File: src/rtl/eth_tx_fcs_append.sv
`default_nettype none
// ============================================================================
//  Module      : eth_tx_fcs_append
//  Description : Transmit framing stage in front of an 8-bit parallel CRC-32
//                generator. Passes payload bytes through and pads short
//                frames to a minimum length. Steers the CRC generator through
//                re-init, compute and unload, and appends the four FCS bytes
//                it shifts out. Holds an idle inter-frame gap before the next
//                frame is accepted.
//  Revision    : 1.0 - initial release
// ============================================================================
module eth_tx_fcs_append #(
    parameter int         MIN_PAYLOAD = 60,     // bytes before FCS, 0 = no padding
    parameter logic [7:0] PAD_BYTE    = 8'h00,  // value of pad bytes
    parameter int         IFG_CYCLES  = 12      // idle cycles after last FCS byte (>=1)
) (
    input  logic       clk,
    input  logic       reset,
    input  logic       in_valid,
    output logic       in_ready,
    input  logic [7:0] in_data,
    input  logic       in_last,
    output logic       out_valid,
    input  logic       out_ready,
    output logic [7:0] out_data,
    output logic       out_last,
    output logic       crc_clken,
    output logic       crc_reset,
    output logic       crc_load,
    output logic       crc_compute,
    output logic [7:0] crc_data_in,
    input  logic [7:0] crc_data_out
);

    // ifg_cnt only has to reach IFG_CYCLES-1
    localparam int IFG_W = (IFG_CYCLES > 1) ? $clog2(IFG_CYCLES) : 1;

    localparam logic [15:0]      c_min_len  = 16'(MIN_PAYLOAD);
    localparam logic [16:0]      c_min_ext  = {1'b0, c_min_len};
    localparam logic [IFG_W-1:0] c_ifg_last = IFG_W'(IFG_CYCLES - 1);

    typedef enum logic [2:0] {
        ST_IDLE = 3'd0,
        ST_DATA = 3'd1,
        ST_PAD  = 3'd2,
        ST_FCS  = 3'd3,
        ST_IFG  = 3'd4
    } state_t;

    state_t           state_q,    state_d;
    logic [15:0]      byte_cnt_q, byte_cnt_d;
    logic [1:0]       fcs_cnt_q,  fcs_cnt_d;
    logic [IFG_W-1:0] ifg_cnt_q,  ifg_cnt_d;

    // byte_cnt+1 at full width so the compare against MIN_PAYLOAD never wraps
    logic [16:0] w_cnt_plus1;
    // byte_cnt advanced by one, saturating at MIN_PAYLOAD
    logic [15:0] w_cnt_sat;

    assign w_cnt_plus1 = {1'b0, byte_cnt_q} + 17'd1;
    assign w_cnt_sat   = (byte_cnt_q < c_min_len) ? w_cnt_plus1[15:0] : byte_cnt_q;

    // State and counter registers; reset drops straight back to IDLE
    always_ff @(posedge clk or posedge reset) begin
        if (reset) begin
            state_q    <= ST_IDLE;
            byte_cnt_q <= 16'd0;
            fcs_cnt_q  <= 2'd0;
            ifg_cnt_q  <= '0;
        end else begin
            state_q    <= state_d;
            byte_cnt_q <= byte_cnt_d;
            fcs_cnt_q  <= fcs_cnt_d;
            ifg_cnt_q  <= ifg_cnt_d;
        end
    end

    // Next-state, counter updates and all handshake/CRC steering outputs
    always_comb begin
        state_d     = state_q;
        byte_cnt_d  = byte_cnt_q;
        fcs_cnt_d   = fcs_cnt_q;
        ifg_cnt_d   = ifg_cnt_q;
        in_ready    = 1'b0;
        out_valid   = 1'b0;
        out_data    = 8'h00;
        out_last    = 1'b0;
        crc_clken   = 1'b0;
        crc_reset   = 1'b0;
        crc_load    = 1'b0;
        crc_compute = 1'b0;
        crc_data_in = 8'h00;

        case (state_q)
            ST_IDLE: begin
                // CRC is re-initialised every idle cycle, including the
                // one-cycle bubble before the first payload byte
                crc_clken  = 1'b1;
                crc_reset  = 1'b1;
                byte_cnt_d = 16'd0;
                fcs_cnt_d  = 2'd0;
                ifg_cnt_d  = '0;
                if (in_valid) begin
                    state_d = ST_DATA;
                end
            end

            ST_DATA: begin
                out_valid = in_valid;
                out_data  = in_data;
                in_ready  = out_ready;
                if (in_valid && out_ready) begin
                    crc_clken   = 1'b1;
                    crc_compute = 1'b1;
                    crc_data_in = in_data;
                    byte_cnt_d  = w_cnt_sat;
                    if (in_last) begin
                        if (w_cnt_plus1 < c_min_ext) begin
                            state_d = ST_PAD;
                        end else begin
                            state_d   = ST_FCS;
                            fcs_cnt_d = 2'd0;
                        end
                    end
                end
            end

            ST_PAD: begin
                out_valid = 1'b1;
                out_data  = PAD_BYTE;
                if (out_ready) begin
                    crc_clken   = 1'b1;
                    crc_compute = 1'b1;
                    crc_data_in = PAD_BYTE;
                    byte_cnt_d  = w_cnt_sat;
                    if (w_cnt_plus1 == c_min_ext) begin
                        state_d   = ST_FCS;
                        fcs_cnt_d = 2'd0;
                    end
                end
            end

            ST_FCS: begin
                // CRC generator presents the next FCS byte, MSB byte first;
                // each accepted byte shifts the next one into place
                out_valid = 1'b1;
                out_data  = crc_data_out;
                out_last  = (fcs_cnt_q == 2'd3);
                if (out_ready) begin
                    crc_clken = 1'b1;
                    crc_load  = 1'b1;
                    fcs_cnt_d = fcs_cnt_q + 2'd1;
                    if (fcs_cnt_q == 2'd3) begin
                        state_d   = ST_IFG;
                        ifg_cnt_d = '0;
                    end
                end
            end

            ST_IFG: begin
                if (ifg_cnt_q == c_ifg_last) begin
                    state_d = ST_IDLE;
                end else begin
                    ifg_cnt_d = ifg_cnt_q + 1'b1;
                end
            end

            default: begin
                state_d = ST_IDLE;
            end
        endcase
    end

endmodule
`default_nettype wire

File: config.mk
export PLATFORM = sky130hd
export DESIGN_NAME = eth_tx_fcs_append
export DESIGN_NICKNAME = d
export VERILOG_FILES = /design/src/rtl/eth_tx_fcs_append.sv
export SDC_FILE = /design/constraint.sdc
export NUM_CORES = 1
export LEC_CHECK = 0
export ABC_AREA = 1
export BUFFER_PORTS_ARGS = -buffer_cell sky130_fd_sc_hd__buf_2
export CAP_MARGIN = 0
export CORE_MARGIN = 8
export CORE_UTILIZATION = 24
export CTS_BUF_LIST = sky130_fd_sc_hd__clkbuf_8
export DETAILED_ROUTE_END_ITERATION = 10
export GPL_ROUTABILITY_DRIVEN = 0
export GPL_TIMING_DRIVEN = 1
export PLACE_DENSITY = 0.5
export SLEW_MARGIN = 40
export SYNTH_ARGS = -nofsm -noshare
export SYNTH_HDL_FRONTEND = slang
export SYNTH_SLANG_ARGS = --single-unit
File: constraint.sdc
create_clock -name clk -period 2.5 [get_ports clk]
set_input_delay 0.25 -clock clk [delete_from_list [all_inputs] [get_ports clk]]
set_output_delay 0.25 -clock clk [all_outputs]
set_load 0.02 [all_outputs]
==> results.yml, run 1 <==
sta:
  final-setup-viol-count: 0
  hold_viol: 0
  period_minus_slack_ns: 2.21
  fin_hold_ws_ns: 0.00722
  fin_setup_tns_ns: 0
  fin_crit_sh_pct: 88.6
  slew_headroom_pct: 52.5
  rsz0062_at_grt: "false"
  finClkSkew_ns: 0.00479
  worst_pin_slew_ns: 0.712
  fmax_ghz: 0.452
  slew_viol_final: 0
logic_synthesis:
  synth-seq-cells: 25
  synth_area_sq_um: 2020
  synth-main-ff-cell: "dfrtp_1"
  synthTopCellsByCount: "nand2_1 (87), inv_1 (44), nor2_1 (42)"
  yosysWarnings: 0
  synthDominantCellAreaShare_pct: 30.9
  ys_types: 31
  yosysMostFrequentCell: "nand2_1"
  synth-async-reset-ratio_pct: 100
  synth_edf_count: 0
  syn_nets: 339
  synth_cells: 315
  avgSynthCellArea_sq_um: 6.42
  yosysSeqAreaShare_pct: 30.9
  synth_area_leaders: "dfrtp_1 (31%), nand2_1 (16%), inv_1 (8.2%), nor2_1 (7.8%), o21ai_0 (5.0%)"
  yosys.area.top_type: "dfrtp_1"
routing:
  wl_um: 5790
  viasPerCell: 4.51
  dr.first_iter.drc_count: 94
  vias: 2103
  drc: 0
  drtPass1Iterations: 4
  drt.antenna.violating_nets: 0
  avgRoutedWirePerCell_um: 12.4
pwr:
  total_power_mw: 1.92
  leakage_nw: 1.28
  ir_drop_mv: 0.389
  powerDensity_nw_per_um2: 793
cells_and_area:
  layout.nets: 386
  area_delta_synth_final_pct: 19.8
  antenna_cells: 0
  drive_above_1_share_pct: 21.3
critical_path:
  r2r_setup_slack_ns: 0.29
  endpoint_kind: "register"
  crit_chain: "nand2_2 -> nor2_2 -> nor4_1 -> a21oi_1 -> nor2_2 -> nand2_1 -> o21ai_1"
  worstSetupStartpointType: "register"
  cp_common_cell: "nor2_2"
  crit_fanout: 17
  cp_slowest_stage_delay_ns: 0.57
  cp.required_ns: 2.70
  critPathArrivalTime_ns: 2.42
  crit_type: "reg -> reg"
  cp_slowest_cell: "nor2_2"
floorplanning:
  rows: 33
  die_area_sq_um: 11600
  die_x_um: 108
  initial_core_util_pct: 24.7
  io_pins: 44
  die_height_um: 108
  core_area_sq_um: 8180
global_routing:
  grt_usage_pct: 9.93
  grt_pass1_wl_um: 9410
  grt_max_degree: 26
  grt_pass1_vias: 1906
  grt_antenna_before_repair: 0
  grt_overflow: 0
clock_tree:
  post-cts-setup-buffer-count: 0
  clock_sinks: 25
  clockBufferDepth: 2
  clock_tree.root_cell: "clkbuf_8"
  cts_tree: "done"
  numCtsBuffers: 3
  clock_latency_ns: 0.28
  htree_levels: 1
  clk_pin_slew_ns: 0.09
flow_run:
  max-cap-violations: 0
placed_design:
  io_buffers: 43
  hpwl_um: 4710
outcome:
  status: "complete, no violations"
hold_path:
  hp-class: "in -> async"
==> registers in the layout, indices dropped and copies added (netlist names) <==
register,flops
state_q,3
fcs_cnt_q,2
byte_cnt_q,16
ifg_cnt_q,4
==> critical path, delay by kind of cell, from the launching register on <==
family | cells | cell delay (ns)
AND/OR/NAND/NOR | 5 | 1.34
AO/OA/AOI/OAI | 2 | 0.31
flip-flops | 1 | 0.49
==> path summary, 6_finish.rpt <==
kind,from,endpoint,cells after the start
worst max-delay path,byte_cnt_q[2],byte_cnt_q[0],7
worst min-delay path,reset,byte_cnt_q[8],3
worst max register to register,byte_cnt_q[2],byte_cnt_q[0],7
worst min register to register,fcs_cnt_q[1],fcs_cnt_q[1],2
max in group asynchronous,reset,ifg_cnt_q[1],3
min in group clk,in_valid,state_q[1],5
==> layer usage <==
layer	wire [um]	track usage, %
met4	76	3.27
met2	2950	16.7
met5	0	0
met1	2640	13.1
met3	117	0.719
==> final cells by class <==
cell class | instances | area (sq um)
Sequential cell | 25 | 626
Clock buffer | 3 | 41.3
Multi-Input combinational cell | 240 | 1210
Inverter | 47 | 176
Tap cell | 105 | 131
Fill cell | 964 | 5750
Clock inverter | 1 | 5.00
Timing Repair Buffer | 45 | 230
==> repair_timing <==
item	4_1_cts	5_1_grt
hold buffers	0	0
setup endpoints to repair	0	1
resized for setup	0	1
==> layout by cell type, fill, tap and decap left out, types with 2 or more instances in the layout <==
cell / Yosys / final
a21oi_1: 3 / 3
buf_2: 1 / 43
buf_4: 0 / 2
clkbuf_8: 0 / 3
dfrtp_1: 25 / 25
ha_1: 3 / 3
inv_1: 44 / 44
inv_2: 3 / 3
nand2_1: 87 / 87
nand2_2: 6 / 6
nand3_1: 19 / 19
nand3_2: 3 / 3
nand4_1: 12 / 12
nor2_1: 42 / 42
nor2_2: 6 / 6
nor2_4: 4 / 4
nor2_8: 2 / 2
nor3_1: 11 / 10
nor3_2: 1 / 2
o21a_1: 2 / 2
o21ai_0: 20 / 20
o21ai_1: 4 / 4
o22ai_1: 6 / 6
==> metrics by stage <==
stage	cell area (sq um)	util (%)	worst slack, ns	instances
2_1_floorplan	2020	-	0.251	315
3_3_place_gp	2370	29.0	0.368	462
3_5_place_dp	2370	29.0	0.307	462
4_1_cts	2420	29.6	0.263	466
5_1_grt	2420	29.6	0.0425	466
6_report	2420	29.6	0.286	466
==> where the power goes <==
part | internal [mW] | switching [mW] | leakage [nW]
clock | 0.112 | 0.141 | 0.0255
sequential | 0.461 | 0.0691 | 0.342
combinational | 0.346 | 0.791 | 0.911
==> logic make-up (layout without fill, tap and decap cells) <==
family                     Yosys count  after routing  share of synthesized area, %
xor gates and xnor gates             2              2                         0.866
DFF                                 25             25                          30.9
buffers and inverters               50             96                          9.34
and+or+nand+nor                    198            198                          46.9
adders and majority gates            3              3                          1.86
AOI/OAI and AO/OA                   37             37                          10.1
No activity file was read; power rests on OpenSTA's default activity.
==> run 2: changes to the inputs <==
RECOVER_POWER = 50   (was default)
clock period = 2.41 ns   (was 2.5 ns; I/O delays follow)
==> results.yml, run 2 (synthesis gave the netlist of run 1 again) <==
pwr:
  leakage_nw: 1.28
  ir_drop_mv: 0.406
  p_int_mw: 0.961
  p_comb_share_pct: 60.2
  switching_share_pct: 52.5
  powerDensity_nw_per_um2: 834
  power.share.sequential_pct: 26.9
  pwr-share-clk_pct: 12.9
  total_power_mw: 2.02
  p_sw_mw: 1.06
clock_tree:
  cts_tree: "done"
  clk_pin_slew_ns: 0.10
  cts.hold.buffers_added: 0
  post_cts_resized: 0
  clock_sinks: 25
  clockBufferDepth: 2
  htree_levels: 1
  clock_tree.root_cell: "clkbuf_8"
  clock_latency_ns: 0.28
  post-cts-setup-buffer-count: 0
  numCtsBuffers: 3
sta:
  fin_setup_tns_ns: 0
  worst_pin_slew_ns: 1.42
  finClkSkew_ns: 0.00761
  period_minus_slack_ns: 2.15
  fin_crit_sh_pct: 89.4
  final-setup-viol-count: 0
  slew_headroom_pct: 5.23
  hold_viol: 0
  rsz0062_at_grt: "false"
  slew_viol_final: 0
  fmax_ghz: 0.464
floorplanning:
  die_x_um: 108
  die_height_um: 108
  initial_core_util_pct: 24.7
  io_pins: 44
  rows: 33
  die_area_sq_um: 11600
  core_area_sq_um: 8180
hold_path:
  worstHoldStart: "in_valid"
  hp-class: "in -> reg"
global_routing:
  grt_pass1_wl_um: 9580
  grt_overflow: 0
  grt_usage_pct: 10.0
  grt_pass1_vias: 2041
  grt_max_degree: 26
  grt_antenna_before_repair: 0
placed_design:
  placedInstanceArea_sq_um: 2380
  hpwl_um: 4770
  io_buffers: 43
flow_run:
  max-cap-violations: 0
cells_and_area:
  final_cell_mix: "nand2_1 (88), inv_1 (44), nor2_1 (43), buf_2 (42), dfrtp_1 (25)"
  fill_cells: 952
  final_common_cell: "nand2_1"
  top_regs: "byte_cnt_q: 16 flops, ifg_cnt_q: 4 flops, state_q: 3 flops"
  postLayoutCellArea_sq_um: 2420
  largest_register_ffs: 16
  layout.nets: 387
  area_delta_synth_final_pct: 19.9
  regMostFlops: "byte_cnt_q"
  antenna_cells: 0
  drive_above_1_share_pct: 20.4
routing:
  drc: 0
  wl_um: 5870
  drt.antenna.violating_nets: 0
  avgRoutedWirePerCell_um: 12.6
  drtPass1Iterations: 4
  dr.first_iter.drc_count: 99
  viasPerCell: 4.57
  vias: 2135
critical_path:
  timing.rr.start: "byte_cnt_q[0]"
  cp_common_cell: "nand2_1"
  cp_slowest_cell: "dfrtp_1"
  critPathArrivalTime_ns: 2.33
  cp.required_ns: 2.58
  crit_type: "reg -> reg"
  cp_slowest_stage_delay_ns: 0.43
  critPathLaunch: "byte_cnt_q[0]"
  crit_chain: "ha_1 -> inv_2 -> nor2_4 -> nand3_1 -> nand2_1 -> nand2_2 -> nor2_4 -> nand2_1 -> nor2_2 -> nand2_2 -> a21oi_2 -> nand2_1 -> nand2_1 -> nand2_1"
  endpoint_kind: "register"
  crit_fanout: 6
  worstSetupStartpointType: "register"
outcome:
  status: "complete, no violations"
-- run 2: cell types whose count changed in the layout (fill, tap and decap cells not counted) --
cell	delta
clkbuf_1	+2
nor2_4	+1
nor2_2	-2
buf_2	-1
nor2_1	+1
nand2_1	+1
nand2_2	-1
-- run 2: area by class of cell --
class | instances | area [sq um] | share of cell area, %
timing repair buffer | 46 | 233 | 9.60
multi-input combinational | 240 | 1210 | 50.0
tap | 105 | 131 | 5.42
sequential | 25 | 626 | 25.8
inverter | 47 | 176 | 7.28
clock buffer | 3 | 41.3 | 1.70
clock inverter | 1 | 5.00 | 0.206
-- run 2: routing by layer --
metal  global-route usage (%)  vias up  part of all wire, %
met1                     12.3      985                   44
met5                        0        -                    0
li1                         -     1112                    -
met4                     3.27        0                  1.2
met3                    0.958        5                  2.8
met2                     17.7       33                   52
-- run 2: stage by stage --
step	hold WS [ns]	worst slack, ns	utilization (%)	cells
2_1_floorplan	0.268	0.170	-	315
3_3_place_gp	0.312	0.257	29.1	463
3_5_place_dp	0.321	0.190	29.1	463
4_1_cts	0.0116	0.155	29.7	467
5_1_grt	0.420	0.0358	29.7	467
6_report	0.395	0.256	29.7	467
-- run 2: final timing paths --
kind / to / slack, ns / depth (start not counted)
max: fcs_cnt_q[1] / 0.26 / 14
min: state_q[1] / 0.40 / 5
max reg2reg: fcs_cnt_q[1] / 0.26 / 14
min reg2reg: fcs_cnt_q[1] / 0.50 / 2
max in group asynchronous: fcs_cnt_q[1] / 1.15 / 3
min in group asynchronous: byte_cnt_q[7] / 0.42 / 3
-- run 2: critical path, delay by kind of cell, from the launching register on --
family | cells | cell delay, ns
AO/OA/AOI/OAI | 1 | 0.14
buffers and inverters | 1 | 0.10
AND/OR/NAND/NOR | 11 | 0.99
flip-flops | 1 | 0.43
adder cells (fa/ha/maj) | 1 | 0.36
-- run 2: power groups by stage --
stage	clock network (mW)	registers [mW]	logic, mW
2_1_floorplan	0	0.539	0.879
6_report	0.260	0.544	1.22
4_1_cts	0.274	0.539	1.21
3_5_place_dp	0	0.547	1.20
5_1_grt	0.292	0.551	1.36
3_3_place_gp	0	0.551	1.20
